### src/rtl/encoder_8to3_seq.sv
// encoder_8to3_seq: sequential 8-to-3 priority encoder with rising-edge event
// capture, sticky pending requests, a valid/ready handshake on the encoded
// index and a one-cycle drop pulse when a request arrives for a bit that is
// still pending.
module encoder_8to3_seq #(
  parameter bit LSB_FIRST = 1'b0
) (
  input  logic       clk,
  input  logic       rst_n,
  input  logic [7:0] D,
  input  logic       ready,
  output logic [2:0] Y,
  output logic       valid,
  output logic [7:0] pending,
  output logic       drop
);

  typedef enum logic {
    IDLE = 1'b0,
    HOLD = 1'b1
  } state_t;

  state_t     state;
  state_t     state_next;
  logic [7:0] d_q;
  logic [7:0] events;
  logic [7:0] clr;
  logic [7:0] pending_next;
  logic [2:0] sel;
  logic       load;

  // Priority pick over the sticky pending vector; the last matching bit in the
  // scan order wins, so the scan runs from lowest to highest priority.
  function automatic logic [2:0] prio_sel(input logic [7:0] req, input bit lsb_first);
    logic [2:0] idx;
    idx = 3'd0;
    for (int i = 0; i < 8; i++) begin
      if (lsb_first) begin
        if (req[7-i]) idx = 3'(7 - i);
        else          idx = idx;
      end else begin
        if (req[i])   idx = 3'(i);
        else          idx = idx;
      end
    end
    return idx;
  endfunction

  // Rising-edge detect against the previous sample of D.
  assign events       = D & ~d_q;
  assign sel          = prio_sel(pending, LSB_FIRST);
  // A new event on a bit wins over the clear of that same bit.
  assign pending_next = (pending & ~clr) | events;
  assign valid        = (state == HOLD);

  // State register.
  always_ff @(posedge clk or negedge rst_n) begin
    if (!rst_n) state <= IDLE;
    else        state <= state_next;
  end

  // Next-state logic: leave HOLD only when the held code is taken and nothing waits.
  always_comb begin
    state_next = state;
    case (state)
      IDLE: begin
        if (pending != 8'h00) state_next = HOLD;
        else                  state_next = IDLE;
      end
      HOLD: begin
        if (ready && (pending == 8'h00)) state_next = IDLE;
        else                             state_next = HOLD;
      end
      default: state_next = IDLE;
    endcase
  end

  // Output/control logic: decide whether a new code is loaded into Y this edge.
  always_comb begin
    load = 1'b0;
    case (state)
      IDLE:    load = (pending != 8'h00);
      HOLD:    load = ready && (pending != 8'h00);
      default: load = 1'b0;
    endcase
    if (load) clr = 8'h01 << sel;
    else      clr = 8'h00;
  end

  // Datapath registers: input sample, sticky pending, encoded output, drop pulse.
  always_ff @(posedge clk or negedge rst_n) begin
    if (!rst_n) begin
      d_q     <= 8'hFF;
      pending <= 8'h00;
      Y       <= 3'd0;
      drop    <= 1'b0;
    end else begin
      d_q     <= D;
      pending <= pending_next;
      if (load) Y <= sel;
      else      Y <= Y;
      drop    <= |(events & pending & ~clr);
    end
  end

endmodule
### config.mk
export PLATFORM = sky130hd
export DESIGN_NAME = encoder_8to3_seq
export DESIGN_NICKNAME = d
export VERILOG_FILES = /design/src/rtl/encoder_8to3_seq.sv
export SDC_FILE = /design/constraint.sdc
export NUM_CORES = 1
export LEC_CHECK = 0
export CAP_MARGIN = 20
export CORE_UTILIZATION = 46
export CTS_CLUSTER_DIAMETER = 120
export CTS_CLUSTER_SIZE = 24
export DETAILED_ROUTE_END_ITERATION = 10
export PLACE_DENSITY_LB_ADDON = 0.25
export SYNTH_ARGS = -nofsm -noshare
export SYNTH_HDL_FRONTEND = slang
export SYNTH_SLANG_ARGS = --single-unit
### constraint.sdc
create_clock -name clk -period 1.9 [get_ports clk]
set_clock_uncertainty 0.15 [all_clocks]
set_input_delay 0.38 -clock clk [delete_from_list [all_inputs] [get_ports clk]]
set_output_delay 0.38 -clock clk [all_outputs]
set_load 0.01 [all_outputs]
# Yosys cells after proc, flatten, opt, wreduce, memory -nomap -nowiden

Cells that the tools add are included.

Shift-type cells: 1
Muxes and demuxes: 12
Bitwise logic cells: 8
Reduce and logical (&&, ||, !) cells: 5

Operators by type and width:

| operator                                                           | count |
|---|---|
| 8-bit AND                                                          | 4 |
| 8-bit inverter                                                     | 2 |
| 3-bit 2-to-1 mux                                                   | 4 |
| 8-bit logical NOT                                                  | 1 |
| 8-bit 2-to-1 mux                                                   | 1 |
| 8-bit OR                                                           | 1 |
| 8-bit nonzero test                                                 | 1 |
| 8-bit OR reduction                                                 | 1 |
| 1-bit by 3-bit left shift with 8-bit output (first input constant) | 1 |
| 2-bit 2-to-1 mux                                                   | 2 |
| 1-bit case mux with 2 select lines                                 | 2 |
| 1-bit 2-to-1 mux                                                   | 3 |
| 1-bit logical AND                                                  | 2 |
| 1-bit inverter                                                     | 1 |

Register bits after elaboration: 21
Input bits: 11
Output and inout port bits: 13

# Depth between registers and ports, before layout

Gate-level depths: netlist of the first run.

Depth in word-level cells: 12
Depth in mapped cells: 6
Mapped depth without buffers: 5

# Worst setup path before layout of the first run

OpenSTA, ideal clock, no wires.

Kind: flip-flop to flip-flop
Start: register pending[7]
End: register drop
Arrival: 1352 ps
Required time: 1613 ps
Setup slack: 260 ps
Stages on the path, launching flop included: 7
Cell sequence: dfrtp_1 -> buf_4 -> nor4_4 -> nand2b_2 -> o41ai_2 -> or3_1 -> nand4_1

Word-level cells in the longest chain between the ends: 7
Elaborated cells on any way between the ends: 10
Those cells by class: 1 x shift; 3 x mux; 3 x bitwise; 3 x reduce/logical

Ends and longest elaborated chain:

| what                               | RTL line | text |
|---|---|---|
| from (decl)                        | 14       | `output logic [7:0] pending,` |
| from (signal assigned)             | 99       | `pending <= pending_next;` |
| 8-bit nonzero test                 | 82, 83   |  |
| 1-bit logical AND                  | 83       | `HOLD: load = ready && (pending != 8'h00);` |
| 1-bit case mux with 2 select lines | 81       | `case (state)` |
| 8-bit 2-to-1 mux                   | 86       | `if (load) clr = 8'h01 << sel;` |
| 8-bit inverter                     | 102      | `drop <= \|(events & pending & ~clr);` |
| 8-bit AND (*)                      | 102      |  |
| 8-bit OR reduction (*)             | 102      |  |
| to (signal assigned)               | 102      |  |
| to (decl)                          | 15       | `output logic drop` |

Mark *: on every way between the ends. The rest lies on a longest branch, timed or not.
A chain may end at the register's enable or synchronous reset.

# Worst setup path in the final report of the first run

Start: register pending[4]
End: output port pending[4]

No word-level cell between the ends.

==> metrics.txt, run 1 <==
CP Class register to primary output; Final Hold Fails 0; crit path DAT 1.31 ns; CTS tree built; clk buf depth 2; CP endpoint kind primary output; Tot GR Track Use roughly 20%; Clk pwr share approximately 23%; post-route setup TNS 0 ns; fin area between 0.001 and 0.0015 mm^2; dpl hpwl 1272 um; reg-to-reg endpoint drop$_DFF_PN0_; Clock Sinks 21; Comb power frac 21.3%; ant diodes 0; Core Rows 15; io pins 24; Netlist cell types 28; Reg2Reg Depth 6; area grow syn2layout 44.16%; Least-Margin Pin Slew 0.4910 ns; Synth Instances 78; vias post-DR 730; Die X 45.98 um; Via density just over 5; grt ovf 0; Root Buffer clkbuf_4; filler instances about 140; fin util 72.70%; DRT Pass-1 Iters 4; Critical R2R Launch pending[7]$_DFF_PN0_; CTS clk-pin slew, worst paths about 0.11 ns; initial antenna violation count 0; dpl cells approximately 130; Max Cap Viol 0; CTS H-tree depth 1; synth warn 0; I/O Buffers 23; Die Area roughly 0.0021 mm^2; core box area approximately 0.0018 mm^2; Syn Nets 89; CP Max Fanout 6; Initial Util about half; net switching power 0.0002416 W; Final nets approximately 130; worst slew margin relative to its limit approximately two thirds; Hold Path Class primary input to asynchronous set/reset pin; maximum VDD drop 0.0005244 V; max incr delay on CP about 0.56 ns; largest net degree at the start of global routing 22; Die Ht approximately 46 um; TritonCTS Buffers 3; Sw Ratio a little over a quarter; PD cells 719.9 mW/mm^2; crit path time final between 1.5 and 2 ns; GP Congestion approximately 0.82; drt initial violations 7; fin crit share between 90% and 100%; register area share after synthesis between 60% and 70%; overall routed net length roughly 1800 um; antenna-violating nets left 0; RSZ-0062 raised after global routing false; critical path required time ~1.4 ns; Post-DP Area 0.001191 mm^2; status complete, no violations; number of remaining DRC errors 0; met3 wire len 66 um; max frequency approximately 540 MHz; delay-heaviest family, CP buffers and inverters; wire per inst between 10 and 15 um; vias in the first global route about 670; Post-Layout Cell Count around 140; Mapped Area around 900 um^2; first-pass GRT wire length roughly 2900 um; critical path's slowest cell clkdlybuf4s50_1; Buf/Inv on CP 1; Worst setup SP type register; fraction of layout cells with a size suffix above 1 around 31%; Critical Path Source pending[4]$_DFF_PN0_; crit path cell chain clkdlybuf4s50_1; Final Setup Violations 0; Post-Route M1 WL 825 um; Internal Power slightly below 0.0007 W; Avg Inst Size Synth 11.41 um^2; P_leak roughly 0.53 nW; uppermost layer routed met4; Seq pwr share a little under three fifths; Clock Latency Late Sink roughly 0.3 ns; Slew Limit Fails 0; synthesis-stage register bit count 21; met2 wire length 856 um; Worst R2R Setup Slack 0.14 ns
[synthesized netlist by cell type, drive strengths merged]
master   instances  share of area [%]
nand4b           1               0.98
or3              1               0.70
o31ai            3                2.5
o22a             1               0.98
mux2             1                1.3
nor3             3                1.7
inv              8                3.4
nand3b           1               0.84
nand2b           5                3.8
nor4             2                3.1
dfstp            8                 24
nor2             1               0.42
o21ai           11                6.2
nor3b            1               0.84
nor2b            1               0.70
o221ai           1               0.98
o41ai            2                2.8
a21oi            3                1.7
a211oi           2                1.7
a2bb2oi          1               0.98
buf              2                1.4
nand2            5                2.1
nand4            1               0.70
dfrtp           13                 37
[worst register-to-register path, stage by stage (launching register included)]
cell,delay [ns]
dfrtp_2,0.44
buf_4,0.15
nor4_4,0.26
nand2b_2,0.14
buf_4,0.17
a211oi_1,0.23
nand4_1,0.12
[stage by stage]
step	hold WS (ns)	total power [W]	setup slack [ns]
after floorplan	-0.06559	0.0005917	0.2604
after detailed placement	0.3262	0.0006942	-0.1072
final	0.2479	0.0009233	0.06498
after global placement	0.3252	0.0006901	-0.05915
after CTS	0.2513	0.0009050	0.01038
after global routing	0.2721	0.0009745	0.0004119
[logic make-up after synthesis]
| logic type | share of synthesized area, % |
|---|---|
| muxes | 1.266 |
| AOI/OAI and AO/OA | 17.86 |
| DFF | 60.20 |
| buffers and inverters | 4.782 |
| and+or+nand+nor | 15.89 |
[timing repair]
item                                    CTS  global route
gates resized for setup                   5             3
endpoints found under the setup margin    5             5
hold buffers                              0             0
setup buffers                             0             7
[state kept, by name (all words and copies together), names as in the netlist]
signal	count
Y	3
pending	8
d_q	8
valid	1
drop	1
[worst max path at each step]
stage                      to  slack [ns]  cells past startpoint
2_1_floorplan  drop$_DFF_PN0_        0.26                      6
3_3_place_gp   drop$_DFF_PN0_       -0.06                      7
3_5_place_dp   drop$_DFF_PN0_       -0.11                      7
4_1_cts            pending[2]        0.01                      1
5_1_grt            pending[4]      0.0004                      1
6_report           pending[4]        0.06                      1
[cell usage in the layout (no fill, tap or decap), drive strengths merged]
cell type / count
nand2b: 5
o22a: 1
nand4b: 1
nor3: 3
a211oi: 2
nand3b: 1
o221ai: 1
or3: 1
nor2b: 1
nand4: 1
a2bb2oi: 1
dfrtp: 13
clkbuf: 3
a21oi: 3
nor4: 2
mux2: 1
clkinv: 1
nor2: 1
nor3b: 1
inv: 8
buf: 14
clkdlybuf4s50: 22
dlymetal6s2s: 1
o41ai: 2
o31ai: 3
o21ai: 11
nand2: 5
dfstp: 8
[routing by layer]
metal,up-vias,GRT usage (%)
met5,-,0
met4,0,10.59
met3,5,4.762
met2,23,30.99
met1,345,25.38
li1,357,-
[cell type report]
type | instances | area, um^2 | area share (%)
Clock inverter | 1 | 5.005 | 0.3902
Sequential cell | 21 | 544.3 | 42.44
Timing Repair Buffer | 37 | 337.8 | 26.34
Tap cell | 25 | 31.28 | 2.439
Clock buffer | 3 | 22.52 | 1.756
Multi-Input combinational cell | 47 | 311.5 | 24.29
Inverter | 8 | 30.03 | 2.341
[power by group through the flow]
| stage | sequential, W | clock [W] | combinational (W) |
|---|---|---|---|
| 2_1_floorplan | 0.000533 | 0 | 0.0000586 |
| 3_5_place_dp | 0.000531 | 0 | 0.000163 |
| 6_report | 0.000518 | 0.000208 | 0.000197 |
| 4_1_cts | 0.000526 | 0.000216 | 0.000164 |
| 3_3_place_gp | 0.000529 | 0 | 0.000161 |
| 5_1_grt | 0.000523 | 0.000235 | 0.000216 |
Note: power is estimated with default switching activity, not from simulation.
==> inputs of run 2 (changes only) <==
--- a/config.mk
+++ b/config.mk
@@ -11,6 +11,7 @@
 export CTS_CLUSTER_SIZE = 24
 export DETAILED_ROUTE_END_ITERATION = 10
 export PLACE_DENSITY_LB_ADDON = 0.25
+export SLEW_MARGIN = 10
 export SYNTH_ARGS = -nofsm -noshare
 export SYNTH_HDL_FRONTEND = slang
 export SYNTH_SLANG_ARGS = --single-unit
==> results of run 2 <==
Same layout as run 1: the final DEF is identical, and so are final timing and power.
==> RTL change (config.mk and constraints of run 1) <==
Change the parameter `LSB_FIRST` from 1'b0 to 1'b1.
--- a/src/rtl/encoder_8to3_seq.sv
+++ b/src/rtl/encoder_8to3_seq.sv
@@ -3,7 +3,7 @@
 // index and a one-cycle drop pulse when a request arrives for a bit that is
 // still pending.
 module encoder_8to3_seq #(
-  parameter bit LSB_FIRST = 1'b0
+  parameter bit LSB_FIRST = 1'b1
 ) (
   input  logic       clk,
   input  logic       rst_n,
Behaviour: not the same (Yosys sat finds a counterexample within 4 cycles, from zero or initial values and one cycle with rst_n low).
==> RTL change against run 1 <==
  * Sequential cell count is the same
  * Largest cell class unchanged
  * Highest routed layer unchanged
  * Final area grew 3.1%
  * Total power grew 1.6%
  * Routed wire length grew 17%
  * Non-clock buffer count shrank 3
  * Maximum frequency shrank 0.66%
  * Setup slack lost 0.012 ns
  * Synthesized area grew 8.6%
  * Largest power group unchanged
  * Combinational power grew 5%
==> RTL change: results (changes against run 1) <==
Post-CTS Setup Bufs 0 (unchanged); family with the most delay on the worst path buffers and inverters; sequential standard cell area 543 sq um (-0.23%); Post-Synthesis Cells 91 (+17%); Cell Pwr Density 710 nW/um^2 (-1.4%); # nets final 138 (+7.0%); Syn Nets 102 (+15%); Routed Antenna Nets 0 (unchanged); Total GRT Usage 19.7% (-0.18 points); Seq/Total Area, Yosys 55.4% (-4.8 points); via count 858 (+18%); H-tree levels 1 (unchanged); Max Fanout on Critical Path 7 (+1); Placement Cell Area 1260 sq um (+5.7%); biggest regs d_q x8, pending x8, Y x3; Most used DFF post-synth dfrtp_1; Place WS -0.183 ns (-0.0761 ns); HP Class in -> async; CTS buffer count 3 (unchanged); crit path DAT 1.32 ns; Post-Route WL 2090 um (+17%); routed len/inst 13.6 um (+8.3%); share of cells above drive strength 1 25.4% (-5.4 points); dpl cells 145 (+11%); # resized after CTS 5 (unchanged); DRT Pass-1 Iters 4 (unchanged); Placer Congestion 0.805 (-1.8%); internal power 0.685 mW (+0.53%); Synth top cells by count dfrtp_1, o21ai_0, inv_1; leakage 0.518 nW (-2.7%); fillers 171 (+19%); top cells by area, synth dfrtp_1, dfstp_2, o21ai_0; slowest cell delay on critical path 0.56 ns (about the same); worst slew margin relative to its limit 70.1% (+3.1 points); status completed; vias in the first global route 704 (+5.5%); VDD IR max 0.536 mV (+2.2%); first-pass GRT wire length 3010 um (+4.6%); diode count 0 (unchanged); synth unique cells 32 (+14%); dpl hpwl 1470 um (+16%); initial DRC count 36 (+29); Crit-path slowest cell clkdlybuf4s50_1; Root Buffer clkbuf_4; Buffers on Ports 23 (unchanged)
-- RTL change: cell types whose count changed after synthesis, moves of 2 or more --
cell,run 1,this run
a211oi_1,2,0
a31oi_1,0,2
nand3_1,0,4
nor2_1,1,4
nor2b_1,1,4
nor3b_1,1,3
o2111ai_1,0,2
o31ai_1,3,1
-- RTL change: worst paths after layout --
path                                       from               end  slack (ns)  depth (start not counted)
setup / recovery           pending[0]$_DFF_PN0_        pending[0]        0.05                          1
hold / removal                            rst_n  Y[0]$_DFFE_PN0P_        0.25                          2
setup reg to reg           pending[0]$_DFF_PN0_    drop$_DFF_PN0_        0.13                          4
hold reg to reg                Y[2]$_DFFE_PN0P_  Y[2]$_DFFE_PN0P_        0.36                          1
max in group asynchronous                 rst_n  d_q[1]$_DFF_PN1_        1.08                          2
min in group clk                           D[6]  d_q[6]$_DFF_PN1_        0.35                          1
-- RTL change: area by class of cell --
cell class | instances | area share [%]
well taps | 27 | 2.55
multi-input cells | 58 | 28.2
flip-flops and latches | 21 | 41.1
inverters | 9 | 2.55
repair buffers | 34 | 23.7
clock buffers | 4 | 1.99
-- RTL change: cell families after synthesis --
| family | count (synthesis) | synth area share (%) |
|---|---|---|
| muxes | 1 | 1.17 |
| DFF | 21 | 55.4 |
| and+or+nand+nor | 30 | 18.8 |
| AOI/OAI and AO/OA | 27 | 18.7 |
| buffers and inverters | 12 | 5.96 |
-- RTL change: layer usage --
| layer | vias to the layer above | routed length, um | GRT usage, % |
|---|---|---|---|
| met4 | 0 | 39 | 12.2 |
| met3 | 5 | 141 | 2.26 |
| met1 | 410 | 890 | 27.4 |
| met2 | 41 | 1010 | 29.5 |
| met5 | - | 0 | 0 |
| li1 | 402 | - | - |
